$ cat src/rtl/eprom_programmer.sv
// EPROM programmer: accepts read / program / erase+blank-check / blank-check
// commands from a host, sequences the EPROM strobes, verifies programmed words
// with bounded retries and reports a single response per command.
// Every output comes straight from a flop. The combinational process computes
// the next value of every register, and one sequential process loads them all.
module eprom_programmer #(
    parameter int                ADDR_W       = 4,
    parameter int                DATA_W       = 16,
    parameter int                PROG_CYCLES  = 4,
    parameter int                ERASE_CYCLES = 8,
    parameter int                MAX_RETRY    = 3,
    parameter logic [DATA_W-1:0] BLANK        = 16'hFFFF
) (
    input  logic              clk,
    input  logic              rst_n,
    // Host command channel. A command transfers on a rising edge where
    // cmd_valid and cmd_ready are both 1. The response channel uses the same
    // rule with rsp_valid/rsp_ready, and rsp_valid holds until it transfers.
    input  logic              cmd_valid,
    output logic              cmd_ready,
    input  logic [1:0]        cmd_op,
    input  logic [ADDR_W-1:0] cmd_addr,
    input  logic [DATA_W-1:0] cmd_wdata,
    output logic              rsp_valid,
    input  logic              rsp_ready,
    output logic [DATA_W-1:0] rsp_data,
    output logic              rsp_err,
    output logic              busy,
    // EPROM side; mem_data is combinational from mem_addr
    output logic [ADDR_W-1:0] mem_addr,
    output logic              mem_we,
    output logic [DATA_W-1:0] mem_write_data,
    output logic              mem_erase,
    input  logic [DATA_W-1:0] mem_data
);

    localparam logic [1:0] OP_READ  = 2'b00;
    localparam logic [1:0] OP_PROG  = 2'b01;
    localparam logic [1:0] OP_ERASE = 2'b10;

    localparam int CYC_MAX = (PROG_CYCLES > ERASE_CYCLES) ? PROG_CYCLES : ERASE_CYCLES;
    localparam int CNT_W   = $clog2(CYC_MAX + 1);
    localparam int RETRY_W = $clog2(MAX_RETRY + 2);

    localparam logic [CNT_W-1:0]   PROG_LAST  = CNT_W'(PROG_CYCLES - 1);
    localparam logic [CNT_W-1:0]   ERASE_LAST = CNT_W'(ERASE_CYCLES - 1);
    localparam logic [RETRY_W-1:0] RETRY_MAX  = RETRY_W'(MAX_RETRY);
    localparam logic [ADDR_W-1:0]  ADDR_LAST  = '1;
    // Mismatch count saturates at the number of words, 2^ADDR_W
    localparam logic [ADDR_W:0]    BAD_MAX    = {1'b1, {ADDR_W{1'b0}}};

    typedef enum logic [2:0] {
        IDLE, READ, PROG, PVERIFY, ERASE, BCHECK, RESP
    } state_t;

    state_t              r_state,          w_state;
    logic                r_cmd_ready,      w_cmd_ready;
    logic                r_rsp_valid,      w_rsp_valid;
    logic [DATA_W-1:0]   r_rsp_data,       w_rsp_data;
    logic                r_rsp_err,        w_rsp_err;
    logic                r_busy,           w_busy;
    logic [ADDR_W-1:0]   r_mem_addr,       w_mem_addr;
    logic                r_mem_we,         w_mem_we;
    logic [DATA_W-1:0]   r_mem_write_data, w_mem_write_data;
    logic                r_mem_erase,      w_mem_erase;
    logic [DATA_W-1:0]   r_wdata,          w_wdata;   // latched program data
    logic [RETRY_W-1:0]  r_retry,          w_retry;   // pulses after first failed verify
    logic [CNT_W-1:0]    r_cnt,            w_cnt;     // cycles spent in PROG / ERASE
    logic [ADDR_W:0]     r_bad,            w_bad;     // non-blank words seen in sweep

    assign cmd_ready      = r_cmd_ready;
    assign rsp_valid      = r_rsp_valid;
    assign rsp_data       = r_rsp_data;
    assign rsp_err        = r_rsp_err;
    assign busy           = r_busy;
    assign mem_addr       = r_mem_addr;
    assign mem_we         = r_mem_we;
    assign mem_write_data = r_mem_write_data;
    assign mem_erase      = r_mem_erase;

    // Next-state and next-output logic; strobes default low, everything else holds
    always_comb begin
        w_state          = r_state;
        w_cmd_ready      = 1'b0;
        w_rsp_valid      = r_rsp_valid;
        w_rsp_data       = r_rsp_data;
        w_rsp_err        = r_rsp_err;
        w_mem_addr       = r_mem_addr;
        w_mem_we         = 1'b0;
        w_mem_write_data = r_mem_write_data;
        w_mem_erase      = 1'b0;
        w_wdata          = r_wdata;
        w_retry          = r_retry;
        w_cnt            = r_cnt;
        w_bad            = r_bad;

        case (r_state)
            IDLE: begin
                w_cmd_ready = 1'b1;
                if (cmd_valid && r_cmd_ready) begin
                    w_cmd_ready = 1'b0;
                    w_wdata     = cmd_wdata;
                    w_retry     = '0;
                    w_cnt       = '0;
                    w_bad       = '0;
                    case (cmd_op)
                        OP_READ: begin
                            w_state    = READ;
                            w_mem_addr = cmd_addr;
                        end
                        OP_PROG: begin
                            w_state          = PROG;
                            w_mem_addr       = cmd_addr;
                            w_mem_we         = 1'b1;
                            w_mem_write_data = cmd_wdata;
                        end
                        OP_ERASE: begin
                            w_state     = ERASE;
                            w_mem_erase = 1'b1;
                        end
                        default: begin
                            // blank-check only: sweep starts right away
                            w_state    = BCHECK;
                            w_mem_addr = '0;
                        end
                    endcase
                end
            end

            READ: begin
                w_state     = RESP;
                w_rsp_valid = 1'b1;
                w_rsp_data  = mem_data;
                w_rsp_err   = 1'b0;
            end

            PROG: begin
                if (r_cnt == PROG_LAST) begin
                    w_state = PVERIFY;
                    w_cnt   = '0;
                end else begin
                    w_mem_we = 1'b1;
                    w_cnt    = r_cnt + CNT_W'(1);
                end
            end

            PVERIFY: begin
                if (mem_data == r_wdata) begin
                    w_state     = RESP;
                    w_rsp_valid = 1'b1;
                    w_rsp_data  = mem_data;
                    w_rsp_err   = 1'b0;
                end else if (r_retry != RETRY_MAX) begin
                    w_state  = PROG;
                    w_retry  = r_retry + RETRY_W'(1);
                    w_mem_we = 1'b1;
                    w_cnt    = '0;
                end else begin
                    // out of retries: report what the word actually holds
                    w_state     = RESP;
                    w_rsp_valid = 1'b1;
                    w_rsp_data  = mem_data;
                    w_rsp_err   = 1'b1;
                end
            end

            ERASE: begin
                if (r_cnt == ERASE_LAST) begin
                    w_state    = BCHECK;
                    w_mem_addr = '0;
                    w_cnt      = '0;
                end else begin
                    w_mem_erase = 1'b1;
                    w_cnt       = r_cnt + CNT_W'(1);
                end
            end

            BCHECK: begin
                // the sweep always covers every word, even after a mismatch
                if ((mem_data != BLANK) && (r_bad != BAD_MAX)) begin
                    w_bad = r_bad + {{ADDR_W{1'b0}}, 1'b1};
                end
                if (r_mem_addr == ADDR_LAST) begin
                    w_state     = RESP;
                    w_rsp_valid = 1'b1;
                    w_rsp_data  = DATA_W'(w_bad);
                    w_rsp_err   = (w_bad != '0);
                end else begin
                    w_mem_addr = r_mem_addr + ADDR_W'(1);
                end
            end

            RESP: begin
                if (rsp_ready) begin
                    w_state     = IDLE;
                    w_rsp_valid = 1'b0;
                    w_cmd_ready = 1'b1;
                end
            end

            default: begin
                w_state = IDLE;
            end
        endcase

        w_busy = (w_state != IDLE);
    end

    // State and output registers; reset aborts any operation and drops the strobes at once
    always_ff @(posedge clk or negedge rst_n) begin
        if (!rst_n) begin
            r_state          <= IDLE;
            r_cmd_ready      <= 1'b0;
            r_rsp_valid      <= 1'b0;
            r_rsp_data       <= '0;
            r_rsp_err        <= 1'b0;
            r_busy           <= 1'b0;
            r_mem_addr       <= '0;
            r_mem_we         <= 1'b0;
            r_mem_write_data <= '0;
            r_mem_erase      <= 1'b0;
            r_wdata          <= '0;
            r_retry          <= '0;
            r_cnt            <= '0;
            r_bad            <= '0;
        end else begin
            r_state          <= w_state;
            r_cmd_ready      <= w_cmd_ready;
            r_rsp_valid      <= w_rsp_valid;
            r_rsp_data       <= w_rsp_data;
            r_rsp_err        <= w_rsp_err;
            r_busy           <= w_busy;
            r_mem_addr       <= w_mem_addr;
            r_mem_we         <= w_mem_we;
            r_mem_write_data <= w_mem_write_data;
            r_mem_erase      <= w_mem_erase;
            r_wdata          <= w_wdata;
            r_retry          <= w_retry;
            r_cnt            <= w_cnt;
            r_bad            <= w_bad;
        end
    end

endmodule
$ cat config.mk
export PLATFORM = sky130hd
export DESIGN_NAME = eprom_programmer
export DESIGN_NICKNAME = d
export VERILOG_FILES = /design/src/rtl/eprom_programmer.sv
export SDC_FILE = /design/constraint.sdc
export NUM_CORES = 1
export LEC_CHECK = 0
export ABC_AREA = 1
export BUFFER_PORTS_ARGS = -buffer_cell sky130_fd_sc_hd__buf_4
export CAP_MARGIN = 5
export CORE_AREA = 2 2 107 109
export DETAILED_ROUTE_END_ITERATION = 10
export DIE_AREA = 0 0 109 111
export PLACE_DENSITY = 0.63
export SLEW_MARGIN = 20
export SYNTH_ARGS = -nofsm -noshare
export SYNTH_HDL_FRONTEND = slang
export SYNTH_SLANG_ARGS = --single-unit
$ cat constraint.sdc
create_clock -name clk -period 1.9 [get_ports clk]
set_input_delay 0.285 -clock clk [delete_from_list [all_inputs] [get_ports clk]]
set_output_delay 0.285 -clock clk [all_outputs]
set_load 0.005 [all_outputs]
==> results of run 1 <==
## kinds of logic after synthesis
family	synth area share (%)
buffers and inverters	7.02
and+or+nand+nor	27.1
xor gates and xnor gates	3.96
DFF	48.6
muxes	0.299
AOI/OAI and AO/OA	9.42
adders and majority gates	3.66
## cell type report
class | instances | area share, %
Clock buffer | 9 | 4.61
Inverter | 50 | 3.94
Clock inverter | 7 | 0.973
Sequential cell | 73 | 37.4
Tap cell | 143 | 3.66
Timing Repair Buffer | 92 | 15.2
Multi-Input combinational cell | 319 | 34.2
## cell usage after synthesis, drive strengths merged
master   count
a21boi       1
a21oi       23
a22o         2
a31oi        3
buf          8
clkbuf       3
dfrtp       73
ha          11
inv         50
mux2         1
nand2      126
nand3       31
nand3b       1
nand4        3
nor2        55
nor3         6
nor4         1
o2111ai      1
o211ai       3
o21a         1
o21ai       29
or2          4
xnor2        1
xor2        16
## critical path, delay by kind of cell (launching register included)
family / cells / cell delay [ps]
flip-flops: 1 / 440
AND/OR/NAND/NOR: 6 / 530
buffers and inverters: 4 / 570
AO/OA/AOI/OAI: 1 / 70
## flip-flops by register name, summed over array words and instances, names as in the netlist, 3 cells and up
signal,flops
mem_write_data,16
mem_addr,4
r_retry,3
r_wdata,16
rsp_data,16
r_cnt,4
r_bad,5
r_state,3
## stage by stage
| stage | hold slack [ps] | utilization [%] |
|---|---|---|
| floorplan | -10.6 | - |
| global placement | 273 | 41.5 |
| detailed placement | 278 | 41.5 |
| CTS | 192 | 44.1 |
| global route | 199 | 44.1 |
| finish | 203 | 44.1 |
## repair_timing
item / 4_1_cts / 5_1_grt
hold buffers: 1 / 0
setup endpoints to repair: 0 / 1
gates resized for setup: 0 / 1
hold endpoints to repair: 35 / 0
## power by group
group,total (W),internal [W],leakage (nW),switching [W]
clock,0.00155,0.000879,0.131,0.000668
sequential,0.00272,0.00223,0.913,0.000486
combinational,0.00276,0.00134,1.50,0.00143
total,0.00703,0.00445,2.54,0.00258
## worst min-delay path by stage
stage / start / to / slack (ps)
after floorplan: rst_n / busy / -10
after global placement: rst_n / mem_write_data[7] / 270
after detailed placement: rst_n / mem_write_data[10] / 280
after CTS: mem_data[13] / rsp_data[13] / 190
after global routing: mem_data[13] / rsp_data[13] / 200
final: mem_data[13] / rsp_data[13] / 200
## layer usage
layer	track usage (%)	part of all wire (%)	vias up
li1	-	-	1623
met1	20.4	43	1483
met2	24.4	47	108
met3	6.29	8.5	16
met4	5.73	1.8	0
met5	0	0	-
==> impl_results.md, run 1 <==
- Status: finished, final reports clean
- Post-CTS Setup Inserts: 0
- Launching element type of the critical path: flop
- Count of state elements after synthesis: 73
- Latest clock arrival within the worst-skew pair: about 340 ps
- Setup TNS after final layout: 0 ps
- Area of placed instances: approximately 4600 sq um
- Total leakage power: 2.54 nW
- Register area: 1830 sq um
- Max-cap violations: 0
- Leftover overflow at the end of global routing: 0
- Total routing resource utilization after global routing: about 16%
- Mapped Nets: 506
- Post-Place Setup Slack: 150 ps
- Drt initial violations: roughly 140
- Residual DRC count: 0
- Final-report hold violation count: 0
- Worst path arrival time: between 1500 and 2000 ps
- Post-synthesis to final-layout area growth: 30.0%
- Avg Vias per Cell: 4.66
- I/O Pins: 84
- Antenna-violating nets left: 0
- Via count of the first global-routing pass: between 3000 and 4000
- Setup repair after global routing missed its margin: no
- Reg2reg end: rsp_data[15]
- Pre-antenna DRT Iters: 4
- Reg-to-reg startpoint: r_state[0]
- Width of the die: 109 um
- Wire length per cell: 12.9 um
- CP Data Required Time: around 2100 ps
- Critical path endpoint: rsp_data[15]
- Number of clock buffers inserted by TritonCTS: 9
- DIE AREA: 12100 sq um
- Post-route cell area: a little under 5000 sq um
- Cells on Worst Hold Path: 3
- Setup slack, reg-to-reg: 150 ps
- Number of cell instances on the worst register-to-register path: 11
- Cell types with the largest area share after synthesis: sky130_fd_sc_hd__dfrtp_1, sky130_fd_sc_hd__nand2_1, sky130_fd_sc_hd__nor2_1
- Minimum period implied by the final worst setup slack: 1750 ps
- Tot Pwr: 0.00703 W
- Antenna violations before repair: 0
- Root buf cell: sky130_fd_sc_hd__clkbuf_16
- Count of filler cells inserted in the layout: 1067
- Floorplan row count: 39
- Number of distinct library cell variants in the gate-level netlist after synthesis: 37
- Power density cells: around 1400 nW/um^2
- Highest net fanout along the worst path: 12
- Initial Utilization: about a third
- Post-route worst setup slack: 151 ps
- Timing startpoint of the critical path: r_state[0]
- Final Max Slew Viols: 0
- Non-filler instance count after layout: 693
- Clock tree from TritonCTS: done
- Warnings, synthesis: 0
- Largest net degree at the start of global routing: 38
- Synth area leader: sky130_fd_sc_hd__dfrtp_1
- Worst-path cell chain: inv_2 -> nor2_2 -> inv_2 -> nor2_8 -> inv_4 -> nor2_4 -> nor2_1 -> nand2_2 -> buf_12 -> nand2_1 -> o21ai_0
- Number of sinks driven by the clock tree: between 70 and 80
- Classification of the worst setup path: reg -> reg
- Max incr delay on CP: 440 ps
- Cells after synthesis: roughly 450
- Number of buffers on the longest clock path: 2
- Wire length after detailed routing: approximately 9 mm
- Most common cell after layout, fill and taps aside: sky130_fd_sc_hd__nand2_1
- Standard cell with the maximum stage delay on the critical path: sky130_fd_sc_hd__dfrtp_1
- IR drop worst, VDD: 0.681 mV
- Chip height: 111 um
- Portion of synthesized cell area occupied by the leading cell type: 48.6%
- Number of cells in the design after placement: 676
- Final setup violation count: 0
- Share of synthesized area occupied by flip-flops and latches: 48.6%
- Per-instance average area after synthesis: 8.30 sq um
- Cell repeated most along the worst path: sky130_fd_sc_hd__inv_2
- Ratio of cells with drive above 1 in the final layout: 24.9%
- DR vias: 3230
- Final HPWL DP: between 6 and 7 mm
- Depth of the CTS H-tree: 3
- Combined area of the multi-input logic cells: 1670 sq um
- Critical path capture point type: flop
- Synthesized area: 3760 sq um
- Final net count: 598
- Global-route wire length before repair: 15.1 mm
- Clock slew at reported path FFs: 60 ps
- Core area: between 10000 and 15000 sq um
- Buffers on Ports: just over 80
- Placer's final routability congestion estimate: 0.913
- Setup skew after layout: 8.54 ps
- Maximum clock frequency: 572 MHz
- Hold/Removal Path Class: in -> reg
- Slew at the pin closest to its max-slew limit: around 570 ps
- Max_slew headroom: 61.9%
- Number of inserted diodes: 0
- Period utilization: a little over 90%
- Top library cells by usage in the layout, fill and taps aside: sky130_fd_sc_hd__nand2_1, sky130_fd_sc_hd__buf_4, sky130_fd_sc_hd__dfrtp_1, sky130_fd_sc_hd__nor2_1, sky130_fd_sc_hd__inv_1
No activity file was read; power rests on OpenSTA's default activity.
==> run 2, diff against run 1 <==
--- a/config.mk
+++ b/config.mk
@@ -8,10 +8,10 @@
 export ABC_AREA = 1
 export BUFFER_PORTS_ARGS = -buffer_cell sky130_fd_sc_hd__buf_4
 export CAP_MARGIN = 5
-export CORE_AREA = 2 2 107 109
+export CORE_AREA = 2 2 90 92
 export DETAILED_ROUTE_END_ITERATION = 10
-export DIE_AREA = 0 0 109 111
-export PLACE_DENSITY = 0.63
+export DIE_AREA = 0 0 92 94
+export PLACE_DENSITY = 0.77
 export SLEW_MARGIN = 20
 export SYNTH_ARGS = -nofsm -noshare
 export SYNTH_HDL_FRONTEND = slang
==> run 2 against run 1 <==
Effect of this change:
- non-clock buffer count grew 1
- largest power group is now sequential cells
- utilization grew 18 points
- clock-buffer cell count grew 1
- final area shrank 2.8%
- register-to-register slack is essentially flat
- routed wire length shrank 2.6%
- critical path depth is the same
- clock skew shrank 0.91 ps
- sequential cell count is the same
- first-iteration DRC count grew 62%
- power shrank 4.7%
- critical path type unchanged
- worst setup slack gained 13 ps
==> impl_results.md, run 2 (same netlist as run 1, synthesis figures left out) <==
- Launching element type of the critical path: flop
- Worst-path cell chain: inv_2 -> nor2_2 -> inv_2 -> nor2_8 -> inv_4 -> nor2_4 -> nor2_1 -> nand2_2 -> buf_4 -> nand2_1 -> o21ai_0
- Leftover overflow at the end of global routing: 0
- Post-route cell area: 4750 sq um
- Number of cell instances on the worst register-to-register path: 11
- Wire length per cell: ~13 um
- Top library cells by usage in the layout, fill and taps aside: sky130_fd_sc_hd__nand2_1, sky130_fd_sc_hd__buf_4, sky130_fd_sc_hd__dfrtp_1, sky130_fd_sc_hd__nor2_1, sky130_fd_sc_hd__inv_1
- Status: finished, final reports clean
- Max incr delay on CP: around 460 ps
- Slew at the pin closest to its max-slew limit: 515 ps
- Number of buffers on the longest clock path: 2
- Count of filler cells inserted in the layout: 666
- Clock Power Share: 18.7%
- Critical path capture point type: flop
- Reg2reg end: rsp_data[9]
- Drt initial violations: between 200 and 250
- Sw power: about 0.0025 W
- Via count of the first global-routing pass: 3180
- Residual DRC count: 0
- Classification of the worst setup path: reg -> reg
- Setup TNS after final layout: 0 ps
- Combinational share of power: between 40 and 50%
- Latest clock arrival within the worst-skew pair: 350 ps
- Highest net fanout along the worst path: 12
- Minimum period implied by the final worst setup slack: roughly 1700 ps
- Total leakage power: roughly 2.5 nW
- Critical path buffers and inverters: 4
- Width of the die: roughly 90 um
- CP Data Required Time: 2170 ps
- Hold path endpoint: mem_write_data[6]
- Global-route wire length before repair: 14.7 mm
- Combined area of the multi-input logic cells: 1670 sq um
- Max-cap violations: 0
- Worst path top cell family by delay: simple AND/OR/NAND/NOR gates
- Setup skew after layout: 7.64 ps
- Chip height: 94 um
- Antenna violations before repair: 0
- Initial Utilization: 49.4%
- I/O Pins: 84
- Clock slew at reported path FFs: roughly 80 ps
- Cells on Worst Hold Path: 3
- Hold Slack: around 180 ps
- DR vias: 3247
- Utilization of the core after routing: 62.4%
- CTS resizes: 0
- Standard cell with the maximum stage delay on the critical path: sky130_fd_sc_hd__dfrtp_1
- Hold/Removal Path Class: in -> reg
- Setup repair after global routing missed its margin: no
- Antenna-violating nets left: 0
- Maximum clock frequency: around 580 MHz
- Wire length after detailed routing: just under 9 mm
- IR drop worst, VDD: 0.811 mV
- Worst path arrival time: 2000 ps
- Buffers on Ports: 83
- Internal power component: 0.00418 W
- Reg-to-reg startpoint: r_state[0]
- Switching power share of the total: 37.6%
- Register area: 1830 sq um
- Final setup violation count: 0
- Clock tree from TritonCTS: done
- Final HPWL DP: 6.76 mm
- Beginning of the worst hold path: cmd_wdata[6]
- Final Max Slew Viols: 0
- Cell repeated most along the worst path: sky130_fd_sc_hd__inv_2
- Number of sinks driven by the clock tree: 73
- Period utilization: around 90%
- Final net count: 599
- Most common cell after layout, fill and taps aside: sky130_fd_sc_hd__nand2_1
- Area of placed instances: about 4500 sq um
- Ratio of cells with drive above 1 in the final layout: 24.9%
- Final-report hold violation count: 0
- Total routing resource utilization after global routing: 21.6%
- Root buf cell: sky130_fd_sc_hd__clkbuf_8
- Setup slack, reg-to-reg: between 150 and 200 ps
- Power density cells: between 1000 and 1500 nW/um^2
- Core area: 7610 sq um
- Number of inserted diodes: 0
- Largest net degree at the start of global routing: 34
- Depth of the CTS H-tree: 3
- Number of clock buffers inserted by TritonCTS: 9
- Tot Pwr: 0.00670 W
- Pre-antenna DRT Iters: 4
- Max_slew headroom: 65.5%
- Relative contribution of sequential cells to total power: 40.6%
- Floorplan row count: 32
- Post-synthesis to final-layout area growth: 26.3%
- DIE AREA: 8650 sq um
- Placer's final routability congestion estimate: 0.948
- Avg Vias per Cell: 4.97
run 2: cell types whose count changed in the layout (fill, tap and decap cells not counted), moves of 2 or more:
cell                        before  now
sky130_fd_sc_hd__clkbuf_8        0   10
sky130_fd_sc_hd__clkbuf_16       9    0
sky130_fd_sc_hd__buf_4          87   90
sky130_fd_sc_hd__buf_12          4    2
sky130_fd_sc_hd__clkinv_2        3    1
run 2: timing repair:
| action | 4_1_cts | 5_1_grt |
|---|---|---|
| hold buffers | 1 | 0 |
| endpoints found under the hold margin | 30 | 0 |
| buffers inserted | 0 | 0 |
run 2: layout make-up:
cell class | count | area share [%]
clock buffer | 10 | 2.90
clock inverter | 6 | 1.42
sequential | 73 | 38.5
timing repair buffer | 93 | 15.3
tap | 102 | 2.69
inverter | 50 | 4.06
multi-input combinational | 319 | 35.2
run 2: worst max path at each step:
stage,start,to,slack [ps],cells past startpoint
floorplan,r_retry[0],r_cnt[0],350,7
global placement,r_state[0],rsp_data[9],240,11
detailed placement,r_state[0],rsp_data[9],170,11
CTS,r_state[0],rsp_data[9],160,11
global route,r_state[1],r_retry[2],30,6
finish,r_state[0],rsp_data[9],160,11
run 2: per-layer routing:
layer,part of all wire [%],vias to the layer above,wire (um),track usage (%)
met5,0,-,0,0
met4,2.5,0,217,8.96
met3,7.6,18,662,6.02
met2,46,116,4030,34.3
met1,44,1474,3830,28.2
li1,-,1639,-,-
run 2: power groups by stage:
stage / clock (W) / sequential (W) / combinational [W]
final: 0.00126 / 0.00272 / 0.00272
after global routing: 0.00136 / 0.00281 / 0.00308
after CTS: 0.00129 / 0.00272 / 0.00276
after detailed placement: 0 / 0.00273 / 0.00275
after global placement: 0 / 0.00273 / 0.00266
after floorplan: 0 / 0.00267 / 0.00160
run 2: through the flow:
step                      std cells  worst slack [ps]
after global placement          636               237
after floorplan                 453               355
after detailed placement        636               170
after global routing            653              30.1
after CTS                       653               161
final                           653               164
run 2: worst register-to-register path: stages, from the launching register on:
cell	delay, ps
sky130_fd_sc_hd__dfrtp_1	460
sky130_fd_sc_hd__inv_2	100
sky130_fd_sc_hd__nor2_2	110
sky130_fd_sc_hd__inv_2	80
sky130_fd_sc_hd__nor2_8	170
sky130_fd_sc_hd__inv_4	120
sky130_fd_sc_hd__nor2_4	130
sky130_fd_sc_hd__nor2_1	80
sky130_fd_sc_hd__nand2_2	120
sky130_fd_sc_hd__buf_4	180
sky130_fd_sc_hd__nand2_1	50
sky130_fd_sc_hd__o21ai_0	70
==> run 3, diff against run 2 <==
--- a/config.mk
+++ b/config.mk
@@ -8,10 +8,11 @@
 export ABC_AREA = 1
 export BUFFER_PORTS_ARGS = -buffer_cell sky130_fd_sc_hd__buf_4
 export CAP_MARGIN = 5
-export CORE_AREA = 2 2 90 92
+export CORE_AREA = 5 5 93 95
 export DETAILED_ROUTE_END_ITERATION = 10
-export DIE_AREA = 0 0 92 94
+export DIE_AREA = 0 0 98 100
 export PLACE_DENSITY = 0.77
+export SETUP_SLACK_MARGIN = 0.4
 export SLEW_MARGIN = 20
 export SYNTH_ARGS = -nofsm -noshare
 export SYNTH_HDL_FRONTEND = slang
==> constraint.sdc (replaced) <==
create_clock -name clk -period 1.8 [get_ports clk]
set_input_delay 0.27 -clock clk [delete_from_list [all_inputs] [get_ports clk]]
set_output_delay 0.27 -clock clk [all_outputs]
set_load 0.005 [all_outputs]
==> run 3 against run 2 <==
Effect of this change:
- final area is 23% higher
- register-to-register slack worse by 160 ps
- maximum frequency is 3.4% lower
- critical path depth is 1 lower
- clock-buffer cell count stayed put
- clock power is 5% higher
- worst hold slack better by 3.2 ps
- global-route usage is 2.4 points higher
- clock skew is 4.4 ps higher
- die area is 13% higher
- critical endpoint is now rsp_valid
- largest power group is now combinational cells
==> impl_results.md, run 3 (same netlist as run 1, synthesis figures left out) <==
- Global-route wire length before repair: roughly 19 mm
- Total leakage power: 2.93 nW
- Met1 usage in global routing: 27.6%
- Most common cell after layout, fill and taps aside: sky130_fd_sc_hd__buf_4
- Latest clock arrival within the worst-skew pair: 360 ps
- Ratio of cells with drive above 1 in the final layout: 47.9%
- Max_slew headroom: 65.4%
- Wire length after detailed routing: 14.1 mm
- Root buf cell: sky130_fd_sc_hd__clkbuf_8
- I/O Pins: 84
- Pre-antenna DRT Iters: 5
- Max incr delay on CP: 450 ps
- Highest net fanout along the worst path: 6
- Worst path arrival time: 2030 ps
- Busiest layer in global routing: met2
- Via count of the first global-routing pass: ~4000
- Residual DRC count: 0
- DR vias: 4005
- Number of inserted diodes: 0
- Leftover overflow at the end of global routing: 0
- Power density cells: 1570 nW/um^2
- Status: finished, final reports clean
- Placer's final routability congestion estimate: roughly 0.86
- Initial Utilization: 49.2%
- Core area: 7650 sq um
- DIE AREA: approximately 9800 sq um
- Slew at the pin closest to its max-slew limit: roughly 510 ps
- Top library cells by usage in the layout, fill and taps aside: sky130_fd_sc_hd__buf_4, sky130_fd_sc_hd__nand2_1, sky130_fd_sc_hd__dfrtp_1, sky130_fd_sc_hd__nor2_1, sky130_fd_sc_hd__inv_1
- Total routing resource utilization after global routing: between 20 and 25%
- Standard cell with the maximum stage delay on the critical path: sky130_fd_sc_hd__dfrtp_1
- Met2 capacity usage during global routing: 42.4%
- Max-cap violations: 0
- Number of clock buffers inserted by TritonCTS: 9
- Largest net degree at the start of global routing: 50
- Antenna-violating nets left: 0
- Tot Pwr: 0.00915 W
- Avg Vias per Cell: roughly 5.6
- Final net count: 656
- Minimum period implied by the final worst setup slack: 1800 ps
- Clock slew at reported path FFs: 80 ps
- Final-report hold violation count: 0
- Post-Place Setup Slack: 139 ps
- Depth of the CTS H-tree: 3
- Launching element type of the critical path: flop
- IR drop worst, VDD: a little over 0.8 mV
- Post-route worst setup slack: 2.67 ps
- Antenna violations before repair: 0
- Period utilization: around 100%
- Met3 capacity usage during global routing: 6.05%
- Number of buffers on the longest clock path: 2
- Post-route cell area: 5830 sq um
- Hold/Removal Path Class: in -> reg
- Final HPWL DP: 7.33 mm
- Classification of the worst setup path: reg -> reg
- Final Max Slew Viols: 0
- Worst path top cell family by delay: simple AND/OR/NAND/NOR gates
- Count of filler cells inserted in the layout: approximately 470
- Width of the die: 98 um
- Setup skew after layout: 12.0 ps
- Final setup violation count: 0
- Cell repeated most along the worst path: sky130_fd_sc_hd__nand2_1
- Utilization of the core after routing: 76.2%
- Wire length per cell: 19.9 um
- Drt initial violations: 331
- Critical path buffers and inverters: 1
- Maximum clock frequency: 556 MHz
- Buffers on Ports: 83
- CP Data Required Time: a little over 2000 ps
- Critical path capture point type: flop
- Worst-path cell chain: xor2_1 -> nor2_1 -> nand2_1 -> nor2_4 -> nand2_2 -> nand3_4 -> nand2_8 -> buf_4 -> nand3_1 -> nand2_1
- Clock tree from TritonCTS: done
- Chip height: around 100 um
- Number of sinks driven by the clock tree: 73
- Post-synthesis to final-layout area growth: 55.0%
- Area of placed instances: 4560 sq um
- Floorplan row count: 32
- Setup TNS after final layout: 0 ps
- Setup repair after global routing missed its margin: yes
run 3: cell count changes in the layout (fill, tap and decap cells not counted), moves of 11 or more:
cell	before	now
sky130_fd_sc_hd__buf_4	90	127
sky130_fd_sc_hd__nand2_1	124	91
sky130_fd_sc_hd__o21ai_0	27	3
sky130_fd_sc_hd__nand2_2	2	23
sky130_fd_sc_hd__a21oi_1	22	5
sky130_fd_sc_hd__a21oi_2	1	17
sky130_fd_sc_hd__o21ai_2	2	16
sky130_fd_sc_hd__nor2_1	48	37
run 3: final timing paths:
kind,cells after the start,from,slack (ps),to
worst max register to register,10,r_wdata[13],3,rsp_valid
worst min-delay path,3,mem_data[14],190,rsp_data[14]
max in group asynchronous,3,rst_n,850,r_bad[4]
worst min register to register,2,rsp_data[0],490,rsp_data[0]
min in group asynchronous,2,rst_n,370,r_state[2]
worst max-delay path,10,r_wdata[13],3,rsp_valid
run 3: report_power, final:
part / total [W] / switching [W] / internal (W)
logic: 0.00483 / 0.00246 / 0.00237
clock network: 0.00132 / 0.000679 / 0.000643
registers: 0.00300 / 0.000640 / 0.00236
run 3: repair_timing:
item | CTS | global route
endpoints found under the hold margin | 24 | 0
pin swaps | 32 | 38
cloned | 5 | 2
resized for setup | 99 | 69
hold buffers | 1 | 0
buffers inserted | 36 | 15
endpoints found under the setup margin | 69 | 71
run 3: metal layers:
metal | wire (um) | vias to the layer above
li1 | - | 1751
met1 | 5220 | 1953
met2 | 7150 | 223
met3 | 1040 | 78
met4 | 696 | 0
met5 | 0 | -
run 3: final cells by class:
| type | instances | area [sq um] | area share, % |
|---|---|---|---|
| clock buffer | 10 | 128 | 2.19 |
| inverter | 50 | 205 | 3.52 |
| clock inverter | 6 | 66.3 | 1.14 |
| tap | 102 | 128 | 2.19 |
| multi-input combinational | 320 | 2150 | 36.9 |
| sequential | 73 | 1830 | 31.4 |
| timing repair buffer | 149 | 1320 | 22.6 |
run 3: per-stage QoR:
step	hold slack (ps)	cells
3_3_place_gp	210	635
5_1_grt	177	710
4_1_cts	167	693
2_1_floorplan	-25.6	453
3_5_place_dp	220	635
6_report	186	710
run 3: worst register-to-register path, delay by kind of cell (launching register included):
kind	cells	cell delay, ps
AND/OR/NAND/NOR	8	890
flip-flops	1	450
XOR/XNOR	1	190
buffers and inverters	1	150
